<file path="src/rtl/bcd_score_board.sv">
// Debounced multi-channel BCD score counter with a time-multiplexed seven-segment driver.
// Per-button debouncers and per-channel counters are lane sub-modules instantiated by the top.

module bcd_score_board_db #(
    parameter int DB_CYCLES = 250000
) (
    input  logic clk,
    input  logic reset,
    input  logic i_raw,
    output logic o_rise
);
    localparam int CW = (DB_CYCLES > 1) ? $clog2(DB_CYCLES) : 1;

    logic [1:0]    r_sync;
    logic          r_stable;
    logic [CW-1:0] r_cnt;
    logic          r_rise;

    // Sync flops are reset too, so a button held through reset re-qualifies from scratch.
    always_ff @(posedge clk) begin
        if (!reset) begin
            r_sync   <= '0;
            r_stable <= 1'b0;
            r_cnt    <= '0;
            r_rise   <= 1'b0;
        end else begin
            r_sync <= {r_sync[0], i_raw};
            r_rise <= 1'b0;
            if (r_sync[1] == r_stable) begin
                r_cnt <= '0;
            end else if (r_cnt == CW'(DB_CYCLES - 1)) begin
                r_stable <= r_sync[1];
                r_rise   <= r_sync[1];
                r_cnt    <= '0;
            end else begin
                r_cnt <= r_cnt + 1'b1;
            end
        end
    end

    assign o_rise = r_rise;
endmodule

module bcd_score_board_chan #(
    parameter int DIGITS = 2,
    parameter int WRAP   = 1
) (
    input  logic                clk,
    input  logic                reset,
    input  logic                i_clr,
    input  logic                i_inc,
    input  logic                i_dec,
    output logic [DIGITS*4-1:0] o_score,
    output logic                o_hit,
    output logic                o_wrap
);
    logic [DIGITS*4-1:0] r_score;
    logic [DIGITS*4-1:0] w_inc_val;
    logic [DIGITS*4-1:0] w_dec_val;
    logic                r_hit;
    logic                r_wrap;
    logic                w_all9;
    logic                w_all0;

    // Ripple carry/borrow; the carry out of the top digit doubles as the all-9s / all-0s flag.
    always_comb begin
        w_inc_val = r_score;
        w_dec_val = r_score;
        w_all9    = 1'b1;
        w_all0    = 1'b1;
        for (int d = 0; d < DIGITS; d++) begin
            if (w_all9) begin
                if (r_score[d*4 +: 4] == 4'd9) begin
                    w_inc_val[d*4 +: 4] = 4'd0;
                end else begin
                    w_inc_val[d*4 +: 4] = r_score[d*4 +: 4] + 4'd1;
                    w_all9 = 1'b0;
                end
            end
            if (w_all0) begin
                if (r_score[d*4 +: 4] == 4'd0) begin
                    w_dec_val[d*4 +: 4] = 4'd9;
                end else begin
                    w_dec_val[d*4 +: 4] = r_score[d*4 +: 4] - 4'd1;
                    w_all0 = 1'b0;
                end
            end
        end
    end

    always_ff @(posedge clk) begin
        if (!reset) begin
            r_score <= '0;
            r_hit   <= 1'b0;
            r_wrap  <= 1'b0;
        end else begin
            r_hit  <= 1'b0;
            r_wrap <= 1'b0;
            if (i_clr) begin
                r_score <= '0;
            end else if (i_inc && !i_dec) begin
                r_hit  <= 1'b1;
                r_wrap <= w_all9;
                if (!(w_all9 && (WRAP == 0))) r_score <= w_inc_val;
            end else if (i_dec && !i_inc && !w_all0) begin
                r_score <= w_dec_val;
            end
        end
    end

    assign o_score = r_score;
    assign o_hit   = r_hit;
    assign o_wrap  = r_wrap;
endmodule

module bcd_score_board #(
    parameter int N_CH      = 2,
    parameter int DIGITS    = 2,
    parameter int DB_CYCLES = 250000,
    parameter int PRESCALE  = 131072,
    parameter int WRAP      = 1
) (
    input  logic                       clk,
    input  logic                       reset,
    input  logic [N_CH-1:0]            btn_inc,
    input  logic [N_CH-1:0]            btn_dec,
    input  logic                       clr,
    output logic [N_CH*DIGITS*4-1:0]   score,
    output logic [N_CH-1:0]            hit,
    output logic [N_CH-1:0]            wrap,
    output logic [N_CH*DIGITS-1:0]     disp_select,
    output logic [7:0]                 seven_value
);
    localparam int NSLOT = N_CH * DIGITS;
    localparam int PW    = (PRESCALE > 1) ? $clog2(PRESCALE) : 1;
    localparam int IW    = (NSLOT > 1) ? $clog2(NSLOT) : 1;

    logic [N_CH-1:0] w_inc_str;
    logic [N_CH-1:0] w_dec_str;
    logic [PW-1:0]   r_pre;
    logic [IW-1:0]   r_idx;
    logic [3:0]      w_digit;

    for (genvar c = 0; c < N_CH; c++) begin : g_ch
        bcd_score_board_db #(.DB_CYCLES(DB_CYCLES)) u_db_inc (
            .clk(clk), .reset(reset), .i_raw(btn_inc[c]), .o_rise(w_inc_str[c])
        );
        bcd_score_board_db #(.DB_CYCLES(DB_CYCLES)) u_db_dec (
            .clk(clk), .reset(reset), .i_raw(btn_dec[c]), .o_rise(w_dec_str[c])
        );
        bcd_score_board_chan #(.DIGITS(DIGITS), .WRAP(WRAP)) u_chan (
            .clk(clk), .reset(reset), .i_clr(clr),
            .i_inc(w_inc_str[c]), .i_dec(w_dec_str[c]),
            .o_score(score[c*DIGITS*4 +: DIGITS*4]),
            .o_hit(hit[c]), .o_wrap(wrap[c])
        );
    end

    always_ff @(posedge clk) begin
        if (!reset) begin
            r_pre <= '0;
            r_idx <= '0;
        end else if (r_pre == PW'(PRESCALE - 1)) begin
            r_pre <= '0;
            r_idx <= (r_idx == IW'(NSLOT - 1)) ? '0 : r_idx + 1'b1;
        end else begin
            r_pre <= r_pre + 1'b1;
        end
    end

    assign disp_select = ~(NSLOT'(1) << r_idx);

    always_comb begin
        w_digit = 4'd0;
        for (int i = 0; i < NSLOT; i++) begin
            if (r_idx == IW'(i)) w_digit = score[i*4 +: 4];
        end
    end

    // Segment order {a,b,c,d,e,f,g,dp}, active low, dp always off.
    always_comb begin
        case (w_digit)
            4'd0:    seven_value = ~8'hFC;
            4'd1:    seven_value = ~8'h60;
            4'd2:    seven_value = ~8'hDA;
            4'd3:    seven_value = ~8'hF2;
            4'd4:    seven_value = ~8'h66;
            4'd5:    seven_value = ~8'hB6;
            4'd6:    seven_value = ~8'hBE;
            4'd7:    seven_value = ~8'hE0;
            4'd8:    seven_value = ~8'hFE;
            4'd9:    seven_value = ~8'hF6;
            default: seven_value = 8'hFF;
        endcase
    end
endmodule

</file>
<file path="config.mk">
export PLATFORM = sky130hd
export DESIGN_NAME = bcd_score_board
export DESIGN_NICKNAME = d
export VERILOG_FILES = /design/src/rtl/bcd_score_board.sv
export SDC_FILE = /design/constraint.sdc
export NUM_CORES = 1
export LEC_CHECK = 0
export BUFFER_PORTS_ARGS = -buffer_cell sky130_fd_sc_hd__buf_2
export CAP_MARGIN = 5
export CORE_AREA = 2 2 107 109
export DETAILED_ROUTE_END_ITERATION = 6
export DIE_AREA = 0 0 109 111
export PLACE_DENSITY = 0.78
export RECOVER_POWER = 25
export SYNTH_ARGS = -nofsm -noshare
export SYNTH_HDL_FRONTEND = slang
export SYNTH_SLANG_ARGS = --single-unit
export TNS_END_PERCENT = 1
</file>
<file path="constraint.sdc">
create_clock -name clk -period 5.6 [get_ports clk]
set_input_delay 1.12 -clock clk [delete_from_list [all_inputs] [get_ports clk]]
set_output_delay 1.12 -clock clk [all_outputs]
set_load 0.05 [all_outputs]
</file>
### Word level (Yosys, flattened, before mapping)

Memory sizes are Yosys's and may differ from the RTL's.
Cells that the tools add are included.

| operators by class | value |
|---|---|
| add/subtract/negate cells | 14 |
| equality and inequality tests | 18 |
| shifts and indexed selects | 1 |
| multiplexer cells | 33 |
| bitwise operators | 14 |
| reductions and logical operators | 39 |

Operators with widths:

| operator | number |
|---|---|
| adder 18 x 1 -> 18 bit, second input constant | 4 |
| equality test 18 bit, second input constant | 4 |
| two-way mux 4 bit | 16 |
| two-way mux 8 bit | 4 |
| OR reduction 3 bit | 8 |
| adder 17 x 1 -> 17 bit, second input constant | 1 |
| equality test 17 bit, second input constant | 1 |
| adder 4 x 1 -> 4 bit, second input constant | 4 |
| equality test 4 bit, second input constant | 4 |
| zero test 4 bit | 4 |
| subtractor 4 x 1 -> 4 bit, second input constant | 4 |
| NOT 1 bit | 13 |
| two-way mux 1 bit | 12 |
| AND reduction 2 bit | 4 |
| nonzero test 2 bit | 4 |
| OR reduction 4 bit | 2 |
| logical AND 1 bit | 6 |
| zero test 1 bit | 6 |
| AND reduction 3 bit | 2 |
| equality test 1 bit | 4 |
| equality test 2 bit, second input constant | 2 |
| inequality test 2 bit, second input constant | 2 |
| NOT 4 bit | 1 |
| OR reduction 2 bit | 2 |
| other kinds (5) | 5 |

| word-level totals | value |
|---|---|
| flip-flop bits (word level) | 127 |
| memory bits (read-only) | 112 |
| input bits | 7 |
| output and inout bits | 32 |
| word-level logic and storage cells | 146 |
| memories | 1 |

Memories:

| memory | words | bits a word | rd ports | clocked after Yosys merged registers in | wr ports | line | source |
|---|---|---|---|---|---|---|---|
| (name not given) | 16 | 7 | 1 | 0 | 0 | 182 | `case (w_digit)` |

### Longest topological paths before layout

| logic depth | value |
|---|---|
| depth in word-level cells | 7 |
| mapped depth | 10 |
| gate-level depth less buffers | 9 |

### Modules after synthesis

A second synthesis with hierarchy kept.

| second synthesis, totals | value |
|---|---|
| cell total of the unflattened synthesis | 771 |
| area total of the unflattened synthesis | 6627.6 um2 |

By module, submodules not included:

| module | times used | cells an instance | area each (um2) | sequential area each (um2) |
|---|---|---|---|---|
| bcd_score_board_db (g_ch[0].u_db_dec ...) | 3 | 107 | 973.4 | 440.4 |
| bcd_score_board | 1 | 145 | 1202.4 | 380.4 |
| bcd_score_board_db (g_ch[1].u_db_inc) | 1 | 107 | 1004.7 | 440.4 |
| bcd_score_board_chan (g_ch[1].u_chan) | 1 | 102 | 788.3 | 200.2 |
| bcd_score_board_chan (g_ch[0].u_chan) | 1 | 96 | 711.9 | 200.2 |

### Worst setup path after synthesis

No wires, ideal clock.

| timing | value |
|---|---|
| path kind | register to output |
| start point | register g_ch[0].u_chan.r_score[5] |
| end point | output seven_value[3] |
| arrival | 2.997 ns |
| required time | 4.480 ns |
| setup slack | 1.483 ns |
| cell stages (with the launch flop) | 8 |
| path buffers | 1 |
| cells stage by stage | dfxtp_1 clkbuf_1 a211oi_1 a221oi_2 inv_1 ha_1 mux2_2 a22oi_1 |

| on the way | value |
|---|---|
| word-level cells in the longest chain between the ends | 4 |

RTL lines:

| what | line | source |
|---|---|---|
| from (decl) | 57 | `logic [DIGITS*4-1:0] r_score;` |
| from (signal assigned) | 104 | `if (!(w_all9 && (WRAP == 0))) r_score <= w_inc_val;` |
| from (signal assigned) | 106 | `r_score <= w_dec_val;` |
| two-way mux 4 bit (3 in series) | 176 | `if (r_idx == IW'(i)) w_digit = score[i*4 +: 4];` |
| memory read (16 x 7 bit) | n/a |  |
| to (decl) | 132 | `output logic [7:0] seven_value` |

No other way between the ends.

### Worst setup path after layout

| timing | value |
|---|---|
| start point | register r_idx[0] |
| end point | output seven_value[3] |

| on the way | value |
|---|---|
| word-level cells in the longest chain between the ends | 6 |
| elaborated cells between the ends (all ways) | 9 |
| those cells by class | 3 x eq/ne; 4 x mux; 1 x reduce/logical; 1 x memory |

RTL lines:

| what | line | source |
|---|---|---|
| from (decl) | 141 | `logic [IW-1:0] r_idx;` |
| from (signal assigned) | 165 | `r_idx <= (r_idx == IW'(NSLOT - 1)) ? '0 : r_idx + 1'b1;` |
| zero test 2 bit | 176 |  |
| two-way mux 4 bit (3 in series) | 176 |  |
| two-way mux 4 bit * | 176 |  |
| memory read (16 x 7 bit) * | n/a |  |

Mark *: on every way between the ends. The rest lies on a longest branch, timed or not.

==> impl_metrics.json <==
{
  "syn2layout_area_growth_pct": 12.0,
  "grt_overflow": 0,
  "antenna_found_initial": 0,
  "cts_tree": "done",
  "power_mw": 2.04,
  "yosysSeqAreaShare_pct": 39.2,
  "arrival_ps": 3150,
  "avgSynthCellArea_sq_um": 8.40,
  "synthCells": 772,
  "synth_edf_count": 0,
  "yosysWarningCount": 0,
  "drt_iter0_drc": 458,
  "synth-seq-cells": 127,
  "clk_pin_slew_ps": 50,
  "final_nets": 815,
  "die_area_sq_um": 12100,
  "utilization_pct": 65.6,
  "fmax_ghz": 0.234,
  "grt_use_total_pct": 24.2,
  "first_global_vias": 5258,
  "rsz0062_at_grt": "false",
  "insertion_delay_ps": 420,
  "final_hold_viol_count": 0,
  "worstSetupEndpointType": "primary output",
  "rows": 39,
  "synth_area_sq_um": 6490,
  "dr.pass1.iters": 5,
  "p_leak_nw": 2.45,
  "synth-main-ff-cell": "dfxtp_1",
  "synthTopCellsByCount": "dfxtp_1 (127), nor2_1 (91), a21oi_1 (47), inv_1 (44), nand3_1 (42)",
  "setup_slack_ps": 1330,
  "die_h_um": 111,
  "min-delay-path-class": "reg2reg",
  "numCtsBuffers": 17,
  "die_x_um": 109,
  "slew_headroom_pct": 13.6,
  "synth.most_common_cell": "dfxtp_1",
  "synth_top_cell_area_share_pct": 39.2,
  "cts_root_buf": "clkbuf_16",
  "synth_area_leader_cell": "dfxtp_1",
  "min_period_ps": 4270,
  "synthTopCellsByArea": "dfxtp_1 (39%), nor2_1 (5.3%), xnor2_1 (4.7%)",
  "clk_path_buf_depth": 2,
  "drive_gt1_share_pct": 10.1,
  "cts_resized": 0,
  "synth_nets": 795,
  "pre_cts_slack_ps": 1810,
  "yosysUniqueCellTypes": 67,
  "powerDensity_nw_per_um2": 281,
  "wirelength_mm": 14.0,
  "antenna_cells": 0,
  "place_congestion": 0.883,
  "start_util_pct": 58.6,
  "wl_per_cell_um": 14.8,
  "io_buffers": 37,
  "fin_skew_ps": 5.83,
  "vdd_drop_max_v": 0.000222,
  "htreeDepth": 4,
  "via_per_inst": 5.97,
  "post-route-period-util_pct": 76.2,
  "maxCapViolCount": 0,
  "status": "finished, final reports clean",
  "tns_ps": 0,
  "startpoint_type": "register",
  "io_pins": 39,
  "core_area_sq_um": 11100,
  "cts_post_setup_buffers_inserted": 0,
  "criticalPathCategory": "reg2out",
  "vias": 5652,
  "setup_viol": 0,
  "crit_required_ps": 4480,
  "drc": 0,
  "grt_pass1_wl_mm": 23.7,
  "grt_max_degree": 19,
  "dp_hpwl_mm": 9.53,
  "crit_fanout": 12,
  "holdBufCountCts": 0,
  "async_reset_ff_share_pct": 0,
  "drv_slew": 0,
  "worstMarginPinSlew_ps": 1290,
  "drt.antenna.violating_nets": 0,
  "cts_sinks": 127
}
[cells by family (layout without fill, tap and decap cells)]
family	after synthesis	count (layout)	share of synthesized area (%)
and+or+nand+nor	342	342	28.6
AOI/OAI and AO/OA	137	137	14.6
DFF	127	127	39.2
buffers and inverters	81	112	5.19
xor gates and xnor gates	64	64	8.64
adders and majority gates	16	16	3.09
muxes	4	4	0.637
other	1	1	0.0578
[cell type report]
cell class	count	area, sq um
clock buffer	24	482
clock inverter	6	108
fill	891	3810
inverter	44	165
multi-input combinational	564	3600
sequential	127	2540
tap	143	179
timing repair buffer	38	188
[worst max-delay path, cell delays in order, from the launching register on]
cell	delay, ps
dfxtp_1	380
ha_1	480
a211oi_1	110
a221oi_2	580
inv_1	200
ha_1	250
mux2_2	280
a22oi_1	150
buf_2	290
[cells in the final DEF (no fill, tap or decap), types with 4 or more instances in the layout]
cell         n
nand4_1     22
nor3b_1      4
a22oi_1      8
and3_1      14
and2_1       5
inv_1       44
xnor2_1     35
and4_1       7
nand2_1     33
or4_1       11
clkbuf_1     6
clkbuf_16   17
a21oi_1     47
nor4_1      23
nor2b_1      4
and2_0       4
nor2_1      91
buf_2       36
nand3b_1     7
o41ai_1      4
o31ai_1     12
ha_1        16
nand4b_1     4
nor3_1      20
o211ai_1     5
or3_1       17
o21ai_0     22
a211oi_1     5
xor2_1      29
dfxtp_1    127
nand3_1     42
or2_2        6
nand2b_1    15
[path summary, 6_finish.rpt]
check,start,to,slack [ps],depth (start not counted)
setup / recovery,r_idx[0],seven_value[3],1330,8
hold / removal,g_ch[0].u_db_dec.r_sync[0],g_ch[0].u_db_dec.r_sync[1],440,1
hold reg to reg,g_ch[0].u_db_dec.r_sync[0],g_ch[0].u_db_dec.r_sync[1],440,1
setup reg to reg,g_ch[1].u_db_inc.r_cnt[12],g_ch[1].u_db_inc.r_cnt[9],3240,4
[registers in the layout (all words and copies together) (netlist names), 4 cells and up]
signal and cells:
g_ch.u_db_inc.r_cnt 36, g_ch.u_chan.o_score 16, g_ch.u_db_inc.r_sync 4, g_ch.u_db_dec.r_sync 4, g_ch.u_db_dec.r_cnt 36, r_pre 17
[per-layer routing]
layer  global-route usage (%)  up-vias  routed length, um
met5                        0        -                  0
met4                     10.2        0                297
met3                     6.47       24                581
met2                     38.4      142               6760
met1                     30.7     2669               6360
li1                         -     2817                  -
[report_power, final]
part	internal, mW	switching (mW)
Sequential	0.910	0.00397
Clock	0.728	0.375
Combinational	0.00671	0.0180
Total	1.64	0.397
[through the flow]
stage / area [sq um] / hold slack (ps) / instances
final: 7270 / 436 / 946
after global routing: 7270 / 457 / 946
after CTS: 7280 / 437 / 946
after detailed placement: 6690 / 426 / 916
after global placement: 6690 / 414 / 916
after floorplan: 6490 / 412 / 772
Note: power is estimated with default switching activity, not from simulation.
